$ cat src/rtl/fpu_flag_tracker_pkg.sv
// Shared encodings for the FP flag tracker: rounding modes, fflags bit positions and the
// divide/sqrt tracking FSM state.
package fpu_flag_tracker_pkg;

  localparam int unsigned NfDefault  = 5;
  localparam int unsigned RmwDefault = 3;

  localparam logic [2:0] RmRne = 3'b000;
  localparam logic [2:0] RmRtz = 3'b001;
  localparam logic [2:0] RmRdn = 3'b010;
  localparam logic [2:0] RmRup = 3'b011;
  localparam logic [2:0] RmRmm = 3'b100;
  localparam logic [2:0] RmDyn = 3'b111;

  localparam int unsigned FlagNv = 4;
  localparam int unsigned FlagDz = 3;
  localparam int unsigned FlagOf = 2;
  localparam int unsigned FlagUf = 1;
  localparam int unsigned FlagNx = 0;

  typedef enum logic [1:0] {
    DivIdle,
    DivBusy,
    DivDone
  } div_state_e;

  // 101, 110 and 111 are reserved once the dynamic mode has been resolved.
  function automatic logic rm_reserved(logic [2:0] rm);
    return rm > RmRmm;
  endfunction

endpackage

$ cat src/rtl/fpu_div_flag_fsm.sv
// Tracks one multicycle divide/sqrt from issue to its advance into M and holds its flags.
module fpu_div_flag_fsm
  import fpu_flag_tracker_pkg::*;
#(
  parameter int unsigned NF = 5
) (
  input  logic          clk_i,
  input  logic          rst_ni,
  input  logic          start_i,
  input  logic          done_i,
  input  logic [NF-1:0] flags_i,
  input  logic          flush_i,
  input  logic          stall_i,
  output div_state_e    state_o,
  output logic [NF-1:0] flags_o
);

  div_state_e    state_q;
  logic [NF-1:0] flags_q;

  always_ff @(posedge clk_i or negedge rst_ni) begin
    if (!rst_ni) begin
      state_q <= DivIdle;
      flags_q <= '0;
    end else begin
      unique case (state_q)
        DivIdle: begin
          if (start_i && !flush_i) begin
            // Zero-latency unit: result arrives in the issue cycle.
            if (done_i) begin
              state_q <= DivDone;
              flags_q <= flags_i;
            end else begin
              state_q <= DivBusy;
            end
          end
        end
        DivBusy: begin
          if (flush_i) begin
            state_q <= DivIdle;
            flags_q <= '0;
          end else if (done_i) begin
            state_q <= DivDone;
            flags_q <= flags_i;
          end
        end
        DivDone: begin
          if (flush_i) begin
            state_q <= DivIdle;
            flags_q <= '0;
          end else if (!stall_i) begin
            state_q <= DivIdle;
          end
        end
        default: begin
          state_q <= DivIdle;
          flags_q <= '0;
        end
      endcase
    end
  end

  assign state_o = state_q;
  assign flags_o = flags_q;

endmodule

$ cat src/rtl/fpu_flag_tracker.sv
// E/M-stage FP flag tracker: resolves rounding mode, pipelines exception flags into M and
// interlocks fflags/fcsr CSR accesses against an in-flight divide/sqrt.
module fpu_flag_tracker
  import fpu_flag_tracker_pkg::*;
#(
  parameter int unsigned NF  = NfDefault,
  parameter int unsigned RMW = RmwDefault
) (
  input  logic           clk,
  input  logic           reset_n,
  input  logic           FPUActiveE,
  input  logic           FlagProdE,
  input  logic [RMW-1:0] FrmE,
  input  logic [RMW-1:0] FRM_REGW,
  input  logic           WriteFRMM,
  input  logic [NF-1:0]  FlagsE,
  input  logic           DivStartE,
  input  logic           DivDoneE,
  input  logic [NF-1:0]  DivFlagsE,
  input  logic           StallE,
  input  logic           StallM,
  input  logic           FlushE,
  input  logic           FlushM,
  input  logic           CSRFflagsAccessE,
  output logic [RMW-1:0] RmE,
  output logic           IllegalFRME,
  output logic           FRMHazardStallE,
  output logic           FlagsBusyStallE,
  output logic [NF-1:0]  SetFflagsM
);

  div_state_e    div_state;
  logic [NF-1:0] div_flags_q;
  logic [NF-1:0] flags_m_d, flags_m_q;
  logic          rm_dyn;
  logic          div_in_e;

  fpu_div_flag_fsm #(
    .NF(NF)
  ) u_div_fsm (
    .clk_i   (clk),
    .rst_ni  (reset_n),
    .start_i (DivStartE),
    .done_i  (DivDoneE),
    .flags_i (DivFlagsE),
    .flush_i (FlushE),
    .stall_i (StallE),
    .state_o (div_state),
    .flags_o (div_flags_q)
  );

  assign rm_dyn      = (FrmE == RMW'(RmDyn));
  assign RmE         = rm_dyn ? FRM_REGW : FrmE;
  assign IllegalFRME = FPUActiveE & rm_reserved(3'(RmE));

  // No forwarding of the frm write: stall one cycle until the CSR register updates.
  assign FRMHazardStallE = reset_n & FPUActiveE & rm_dyn & WriteFRMM;

  // The divide itself in its issue cycle must not be blocked by its own tracking.
  assign div_in_e        = DivStartE;
  assign FlagsBusyStallE = reset_n & CSRFflagsAccessE & (div_state != DivIdle) & ~div_in_e;

  always_comb begin
    flags_m_d = flags_m_q;
    if (FlushM) begin
      flags_m_d = '0;
    end else if (!StallM) begin
      if (StallE || FlushE) begin
        flags_m_d = '0;
      end else if (div_state == DivDone) begin
        flags_m_d = div_flags_q;
      end else if (FlagProdE && FPUActiveE && !IllegalFRME) begin
        flags_m_d = FlagsE;
      end else begin
        flags_m_d = '0;
      end
    end
  end

  always_ff @(posedge clk or negedge reset_n) begin
    if (!reset_n) begin
      flags_m_q <= '0;
    end else begin
      flags_m_q <= flags_m_d;
    end
  end

  assign SetFflagsM = flags_m_q & {NF{~FlushM}};

endmodule

$ cat config.mk
export PLATFORM = sky130hd
export DESIGN_NAME = fpu_flag_tracker
export DESIGN_NICKNAME = d
export VERILOG_FILES = /design/src/rtl/fpu_flag_tracker_pkg.sv /design/src/rtl/fpu_div_flag_fsm.sv /design/src/rtl/fpu_flag_tracker.sv
export SDC_FILE = /design/constraint.sdc
export NUM_CORES = 1
export LEC_CHECK = 0
export CORE_MARGIN = 4
export CORE_UTILIZATION = 30
export CTS_CLUSTER_DIAMETER = 80
export CTS_CLUSTER_SIZE = 8
export DETAILED_ROUTE_END_ITERATION = 10
export PLACE_DENSITY = 0.65
export SYNTH_ARGS = -nofsm -noshare
export SYNTH_HDL_FRONTEND = slang
export SYNTH_SLANG_ARGS = --single-unit
$ cat constraint.sdc
create_clock -name clk -period 1.3 [get_ports clk]
set_clock_uncertainty 0.05 [all_clocks]
set_input_delay 0.325 -clock clk [delete_from_list [all_inputs] [get_ports clk]]
set_output_delay 0.325 -clock clk [all_outputs]
set_load 0.05 [all_outputs]
==> run_results.csv, run 1 <==
group,metric,value,unit
outcome,status,"finished with violations",
outcome,violations,"setup timing",
logic_synthesis,ys_seq_area_frac,0.392,
clock_network,cts_root_buffer,"clkbuf_4",
place,dp_cells,153,
timing,slew_headroom,0.800,
clock_network,clkLatencyLatePin,0.28,ns
grt,grt_pass1_wl,4010,µm
critical_path,crit_start,"u_div_fsm.state_o[1]",
logic_synthesis,async_flop_share,1.00,
final_layout,drive_gt1_frac,0.549,
critical_path,reg2regPathDepth,4,
clock_network,numCtsBuffers,3,
die,ios,39,
logic_synthesis,synthFlopType,"dfrtp_1",
logic_synthesis,ys_top_cells_by_count,"dfrtp_1, nand2b_1, and2b_2",
place,postPlaceCellArea,1390,µm²
routing,initialDrtViolationCount,15,
die,num_rows,18,
place,numPortBuffers,38,
final_layout,final_cells,172,
logic_synthesis,synth.avg_cell_area,10.2,µm²
timing,whs,0.339,ns
final_layout,area_delta_synth_final,118,%
critical_path,start_kind,"flop",
power,p_leak,0.796,nW
critical_path,slowest_stage,"dfrtp_1",
clock_network,path_clk_slew,0.08,ns
power,power_density,696,nW/µm²
die,die_w,58.5,µm
critical_path,cpPeakStageDelay,0.40,ns
critical_path,critical_path_arrival,1.69,ns
routing,dr.pass1.iters,4,
place,hpwl,1910,µm
logic_synthesis,ys_ff_latch,12,
final_layout,nets,171,
clock_network,cts_tree,"built",
clock_network,htreeDepth,1,
routing,vias_per_cell,4.98,
critical_path,reg2reg_to,"u_div_fsm.flags_o[4]",
die,core,2450,µm²
critical_path,crit_end,"u_div_fsm.flags_o[4]",
place,gp_congestion,0.737,
timing,finalSetupViolCount,17,
hold_path,min_path_type,"in2reg",
clock_network,cts_buffer_depth,2,
timing,report.final.slew_viol_count,0,
grt,grt_max_degree,13,
critical_path,setup.worst_path.class,"reg2reg",
logic_synthesis,synth.most_common_cell,"dfrtp_1",
logic_synthesis,ys_types,24,
final_layout,fillers,188,
timing,period_share,1.18,
grt,track_usage,0.156,
clock_network,cts_num_sinks,12,
grt,grt_pass1_vias,888,
logic_synthesis,synth_top_area_frac,0.392,
routing,post_drt_wl_per_cell,16.3,µm
logic_synthesis,netlist_instances,75,
logic_synthesis,mappedNetlistNets,103,
logic_synthesis,syn_area,766,µm²
power,ir_drop,0.574,mV
final_layout,stdcell_area,1670,µm²
critical_path,crit_path_end_kind,"flop",
run,drv_cap,0,
routing,antenna_left,0,
critical_path,critical_path.max_fanout,5,
timing,finalHoldViolCount,0,
timing,tightestPinTransition,0.297,ns
logic_synthesis,yosys_warnings,0,
grt,overflow,0,
timing,finalCriticalPeriod,1.54,ns
critical_path,worstPathRequired,1.46,ns
routing,totalWireLength,2810,µm
routing,dr_total_vias,857,
routing,drc,0,
grt,antenna_found_initial,0,
critical_path,worstPathCellList,"buf_6, or3b_4, a21boi_4, mux2i_1",
logic_synthesis,synthTopCellsByArea,"dfrtp_1, nand2b_1, and2b_2",
die,dieArea,3420,µm²
logic_synthesis,yosys.area.top_type,"dfrtp_1",
critical_path,timing.rr.start,"u_div_fsm.state_o[1]",
final_layout,fin_util,0.679,
timing,final_critical_path_setup_slack,-0.238,ns
power,finalPower,1.16,mW
die,dieHeight,58.5,µm
logic_synthesis,synth_edf_count,0,
final_layout,num_antenna_cells,0,
timing,max_freq,0.650,GHz
timing,rsz0062_at_grt,"true",
die,initial_core_util,0.312,
critical_path,r2r_slack,-0.24,ns
placed cells by master, fill, tap and decap left out, drive strengths merged, types with 2 or more instances in the layout:
| cell | n |
|---|---|
| inv | 5 |
| mux2i | 5 |
| dlymetal6s2s | 3 |
| nand2b | 10 |
| dfrtp | 12 |
| o21ai | 3 |
| clkbuf | 6 |
| and2b | 6 |
| o31ai | 5 |
| buf | 41 |
| nor4 | 2 |
| dlygate4sd2 | 3 |
| nor2 | 4 |
| a32oi | 5 |
| o21a | 3 |
| clkdlybuf4s50 | 12 |
| nand2 | 4 |
layer usage:
metal | vias up | share of wire | global-route usage | wire length [µm]
li1 | 409 | - | - | -
met1 | 420 | 0.41 | 0.207 | 1150
met2 | 25 | 0.53 | 0.246 | 1490
met3 | 3 | 0.058 | 0.0526 | 164
met4 | 0 | 0.0032 | 0.0364 | 9
met5 | - | 0 | 0 | 0
how the worst min path moves through the flow:
| stage | startpoint | end | slack, ns | cells after the start |
|---|---|---|---|---|
| floorplan | reset_n | flags_m_q[0] | -0.02 | 0 |
| global placement | flags_m_q[3] | flags_m_q[3] | 0.43 | 2 |
| detailed placement | flags_m_q[4] | flags_m_q[4] | 0.43 | 2 |
| CTS | reset_n | u_div_fsm.flags_o[1] | 0.16 | 2 |
| global route | FlushE | u_div_fsm.state_o[1] | 0.34 | 3 |
| finish | FlushE | u_div_fsm.state_o[1] | 0.34 | 3 |
layout make-up:
| cell class | instances | area [µm²] | share of cell area |
|---|---|---|---|
| clock buffers | 4 | 36.3 | 0.0218 |
| inverters | 5 | 18.8 | 0.0113 |
| flip-flops and latches | 12 | 302 | 0.181 |
| repair buffers | 63 | 707 | 0.424 |
| multi-input cells | 58 | 567 | 0.340 |
| well taps | 30 | 37.5 | 0.0225 |
critical path: cells and delay by family, from the launching register on:
family / cells / cell delay (ns)
buffers and inverters: 1 / 0.13
muxes: 1 / 0.23
and+or+nand+nor: 1 / 0.38
DFF: 1 / 0.40
AOI/OAI and AO/OA: 1 / 0.28
power by group:
group / switching [mW] / total (mW) / internal, mW
Combinational: 0.183 / 0.412 / 0.229
Sequential: 0.0286 / 0.439 / 0.411
Clock: 0.140 / 0.311 / 0.171
Total: 0.352 / 1.16 / 0.810
kinds of logic (layout without fill, tap and decap cells):
| logic type | Yosys count | after routing | synth area share |
|---|---|---|---|
| adders and majority gates | 1 | 1 | 0.0131 |
| and+or+nand+nor | 32 | 32 | 0.299 |
| muxes | 5 | 5 | 0.0654 |
| DFF | 12 | 12 | 0.392 |
| AOI/OAI and AO/OA | 20 | 20 | 0.206 |
| buffers and inverters | 5 | 72 | 0.0245 |
metrics by stage:
stage               TNS [ns]  setup WS [ns]
global placement      -10.11         -0.534
global route           -3.49         -0.319
detailed placement    -10.66         -0.576
floorplan             -0.328        -0.0606
finish                 -2.48         -0.238
CTS                    -2.91         -0.260
flip-flops by register name, indices dropped and copies added, names as in the netlist:
register,flops
u_div_fsm.flags_o,5
u_div_fsm.state_o,2
flags_m_q,5
what timing repair did:
action	4_1_cts	5_1_grt
endpoints found under the setup margin	21	21
buffers inserted	5	9
pin swaps	10	11
hold endpoints to repair	0	5
hold buffers	0	1
gates resized for setup	45	32
(Power assumes the default switching activity.)
==> run 2, diff against run 1 <==
ABC_CLOCK_PERIOD_IN_PS = 1300   (was not set)
PLACE_DENSITY = 0.76   (was 0.65)
==> run 2 against run 1 <==
  * The flow still finishes with violations (setup timing)
  * Flip-flop and latch count is the same
  * Combinational power shrank 11%
  * Via count shrank 6.1%
  * Worst setup slack gained 0.0099 ns
  * First-iteration DRC count shrank 6.7%
  * Critical path depth is the same
  * Critical endpoint is now FlagsBusyStallE
  * Die area is the same
  * Cell count shrank 5.2%
  * Design area shrank 7.9%
  * Largest cell class unchanged
  * Utilization shrank 5.4 points
  * Clock power shrank 5%
==> run_results.csv, run 2 (synthesized netlist as in run 1, its figures left out) <==
group,metric,value,unit
final_layout,stdcell_area,1540,µm²
routing,drc,0,
timing,period_share,1.18,
final_layout,regArea,300,µm²
routing,totalWireLength,2420,µm
routing,vias_per_cell,4.94,
timing,finalSetupViolCount,17,
timing,finalCriticalPeriod,1.53,ns
critical_path,start_kind,"flop",
final_layout,drive_gt1_frac,0.481,
die,core,2450,µm²
outcome,status,"finished with violations",
die,num_rows,18,
final_layout,fillers,211,
timing,slew_headroom,0.794,
timing,max_freq,0.655,GHz
final_layout,multi_input_area,522,µm²
die,dieHeight,58.5,µm
die,initial_core_util,0.312,
critical_path,worstPathRequired,0.93,ns
critical_path,crit_path_end_kind,"output pin",
timing,finalHoldViolCount,0,
final_layout,num_antenna_cells,0,
critical_path,timing.rr.start,"u_div_fsm.state_o[1]",
final_layout,final_cells,163,
critical_path,critical_path.max_fanout,3,
clock_network,cts_tree,"built",
final_layout,area_delta_synth_final,101,%
clock_network,cts_num_sinks,12,
critical_path,slowest_stage,"dfrtp_1",
critical_path,critical_path_arrival,1.15,ns
critical_path,crit_start,"u_div_fsm.state_o[1]",
grt,antenna_found_initial,0,
grt,grt_pass1_wl,3590,µm
clock_network,htreeDepth,1,
clock_network,path_clk_slew,0.07,ns
place,hpwl,1860,µm
clock_network,cts_buffer_depth,2,
grt,grt_max_degree,13,
power,power_density,717,nW/µm²
timing,rsz0062_at_grt,"true",
timing,tightestPinTransition,0.306,ns
final_layout,layout_commonest_cell,"clkdlybuf4s50_1",
routing,dr_total_vias,805,
final_layout,layout_common_cells,"clkdlybuf4s50_1, dfrtp_1, buf_12",
critical_path,setup.worst_path.class,"reg2out",
routing,initialDrtViolationCount,14,
critical_path,worstPathCellList,"buf_6, nor2_4, nor3_4, buf_12",
grt,overflow,0,
place,dp_cells,154,
power,finalPower,1.10,mW
timing,report.final.slew_viol_count,0,
place,numPortBuffers,38,
power,ir_drop,0.498,mV
die,die_w,58.5,µm
grt,grt_pass1_vias,812,
power,p_leak,0.704,nW
routing,dr.pass1.iters,4,
routing,antenna_left,0,
critical_path,cpPeakStageDelay,0.41,ns
die,dieArea,3420,µm²
die,ios,39,
clock_network,cts_root_buffer,"clkbuf_4",
final_layout,nets,162,
clock_network,numCtsBuffers,3,
hold_path,min_path_type,"in2async",
grt,track_usage,0.139,
place,postPlaceCellArea,1400,µm²
clock_network,clkLatencyLatePin,0.28,ns
run,drv_cap,0,
outcome,violations,"setup timing",
clock_network,postCtsHoldBufs,0,
routing,post_drt_wl_per_cell,14.8,µm
place,gp_congestion,0.758,
timing,final_critical_path_setup_slack,-0.228,ns
timing,whs,0.0113,ns
## run 2: cell type report
type | instances | share of cell area
flip-flops and latches | 12 | 0.195
inverters | 5 | 0.0122
multi-input cells | 58 | 0.340
repair buffers | 54 | 0.405
well taps | 30 | 0.0244
clock buffers | 4 | 0.0236
## run 2: routing by layer
layer,vias to the layer above,global-route usage,wire length (µm)
li1,391,-,-
met1,381,0.180,1030
met2,30,0.220,1200
met3,3,0.0351,158
met4,0,0.0596,30
met5,-,0,0
## run 2: per-stage QoR
stage,util,setup TNS [ns],setup WS [ns]
finish,0.626,-2.28,-0.228
global route,0.626,-3.02,-0.299
CTS,0.595,-2.77,-0.250
detailed placement,0.571,-11.11,-0.649
global placement,0.571,-10.63,-0.591
floorplan,-,-0.328,-0.0606
## run 2: final timing paths
| check | endpoint | slack, ns | cells past startpoint |
|---|---|---|---|
| worst max register to register | u_div_fsm.flags_o[4] | -0.23 | 4 |
| max in group asynchronous | u_div_fsm.flags_o[2] | 1.04 | 2 |
| worst max-delay path | FlagsBusyStallE | -0.23 | 4 |
| worst min register to register | flags_m_q[1] | 0.50 | 2 |
| min in group clk | u_div_fsm.state_o[1] | 0.38 | 3 |
| worst min-delay path | flags_m_q[4] | 0.01 | 2 |
## run 2: critical path, delay by kind of cell (launching register included)
| kind | cells | cell delay [ns] |
|---|---|---|
| buffers and inverters | 2 | 0.29 |
| flip-flops | 1 | 0.41 |
| AND/OR/NAND/NOR | 2 | 0.18 |
## run 2: what timing repair did
item	CTS	global route
endpoints found under the setup margin	21	19
buffers inserted	2	3
cloned	0	0
gates resized for setup	48	18
pin swaps	12	8
## run 2: where the power goes
group	internal, mW	switching [mW]
Clock	0.170	0.127
Combinational	0.201	0.165
Sequential	0.410	0.0280
==> run 3, diff against run 2 <==
RECOVER_POWER = 25   (was not set)
==> run 3 against run 2 <==
  * The flow still finishes with violations (setup timing)
  * Utilization is 0.20 points lower
  * Die area stayed put
  * Worst setup slack worse by 0.0024 ns
  * Maximum frequency is 0.16% lower
  * Critical endpoint is now u_div_fsm.flags_o[4]
  * Largest cell class unchanged
  * Largest power group unchanged
==> run_results.csv, run 3 (synthesized netlist as in run 1, its figures left out) <==
group,metric,value,unit
critical_path,reg2regPathDepth,4,
clock_network,htreeDepth,1,
routing,antenna_left,0,
die,dieArea,3420,µm²
die,num_rows,18,
power,p_sw,320,µW
grt,grt_pass1_vias,812,
timing,period_share,1.18,
final_layout,drive_gt1_frac,0.466,
die,dieHeight,58.5,µm
die,core,2450,µm²
clock_network,path_clk_slew,0.08,ns
final_layout,layout_commonest_cell,"clkdlybuf4s50_1",
clock_network,clkLatencyLatePin,0.28,ns
timing,final_critical_path_setup_slack,-0.230,ns
routing,totalWireLength,2430,µm
place,numPortBuffers,38,
timing,max_freq,0.654,GHz
grt,antenna_found_initial,0,
routing,vias_per_cell,4.96,
power,p_clk_frac,0.271,
power,power_density,719,nW/µm²
grt,grt_max_degree,13,
outcome,violations,"setup timing",
final_layout,layout_common_cells,"clkdlybuf4s50_1, dfrtp_1, buf_12",
grt,overflow,0,
routing,drc,0,
timing,rsz0062_at_grt,"true",
power,finalPower,1.10,mW
timing,report.final.slew_viol_count,0,
hold_path,min_path_type,"in2async",
critical_path,setup.worst_path.class,"reg2reg",
grt,track_usage,0.139,
timing,finalCriticalPeriod,1.53,ns
clock_network,numCtsBuffers,3,
grt,grt_pass1_wl,3590,µm
critical_path,r2r_slack,-0.23,ns
clock_network,cts_root_buffer,"clkbuf_4",
routing,initialDrtViolationCount,24,
place,gp_congestion,0.758,
routing,dr_total_vias,809,
clock_network,cts_num_sinks,12,
clock_network,cts_tree,"built",
critical_path,reg2reg_to,"u_div_fsm.flags_o[4]",
final_layout,num_antenna_cells,0,
timing,finalHoldViolCount,0,
clock_network,postCtsHoldBufs,0,
die,die_w,58.5,µm
power,internal_power,780,µW
run,drv_cap,0,
power,p_seq_frac,0.398,
routing,post_drt_wl_per_cell,14.9,µm
power,p_leak,0.698,nW
critical_path,timing.rr.start,"u_div_fsm.state_o[1]",
critical_path,critical_path.max_fanout,5,
critical_path,worstPathRequired,1.45,ns
routing,dr.pass1.iters,4,
power,ir_drop,0.497,mV
outcome,status,"finished with violations",
power,combPwrFrac,0.331,
timing,finalSetupViolCount,18,
die,initial_core_util,0.312,
timing,slew_headroom,0.576,
critical_path,start_kind,"flop",
clock_network,cts_buffer_depth,2,
place,place_ws,-0.649,ns
timing,tightestPinTransition,0.636,ns
final_layout,area_delta_synth_final,100,%
power,swShare,0.291,
place,hpwl,1860,µm
critical_path,critical_path_arrival,1.68,ns
final_layout,nets,162,
die,ios,39,
critical_path,crit_path_end_kind,"flop",
[run 3: cell count changes in the layout (fill, tap and decap cells not counted)]
cell      before  now
clkbuf_1       0    2
buf_4         10    9
clkbuf_2       2    1
[run 3: timing repair]
item | 4_1_cts | 5_1_grt
resized for setup | 48 | 18
setup buffers | 2 | 3
pin swaps | 12 | 8
endpoints found under the setup margin | 21 | 19
[run 3: power groups by stage]
stage               registers, mW  clock network [mW]  logic, mW
finish                      0.438               0.298      0.364
global placement            0.443                   0      0.337
CTS                         0.438               0.301      0.351
global route                0.442               0.321      0.389
detailed placement          0.445                   0      0.346
floorplan                   0.435                   0      0.145
[run 3: per-stage QoR]
stage	cell area, µm²	TNS [ns]	hold WS, ns	instances	utilization
2_1_floorplan	791	-0.328	-0.0206	75	-
6_report	1530	-2.36	0.265	163	0.624
4_1_cts	1460	-2.77	0.203	160	0.595
5_1_grt	1530	-3.12	0.303	163	0.624
3_3_place_gp	1400	-10.63	0.433	154	0.571
3_5_place_dp	1400	-11.11	0.436	154	0.571
[run 3: routing by layer]
metal	routed length [µm]	GRT usage	part of all wire
met1	1040	0.180	0.43
met2	1200	0.220	0.49
met3	157	0.0351	0.065
met4	38	0.0596	0.016
met5	0	0	0
[run 3: worst max path at each step]
stage | from | to | slack [ns] | cells after the start
after floorplan | u_div_fsm.state_o[1] | u_div_fsm.flags_o[0] | -0.06 | 3
after global placement | FlushE | u_div_fsm.flags_o[2] | -0.59 | 4
after detailed placement | FlushE | u_div_fsm.flags_o[3] | -0.65 | 4
after CTS | u_div_fsm.state_o[1] | FlagsBusyStallE | -0.25 | 4
after global routing | u_div_fsm.state_o[1] | u_div_fsm.flags_o[4] | -0.30 | 4
final | u_div_fsm.state_o[1] | u_div_fsm.flags_o[4] | -0.23 | 4
[run 3: final cells by class]
cell class / instances / area [µm²]
fill: 214 / 923
timing repair buffer: 54 / 617
multi-input combinational: 58 / 522
sequential: 12 / 300
tap: 30 / 37.5
clock buffer: 4 / 36.3
inverter: 5 / 18.8
[run 3: worst max-delay path, cell delays in order, from the launching register on]
cell and delay (ns):
dfrtp_1 0.42, buf_6 0.13, or3b_4 0.37, a21boi_4 0.26
mux2i_1 0.21
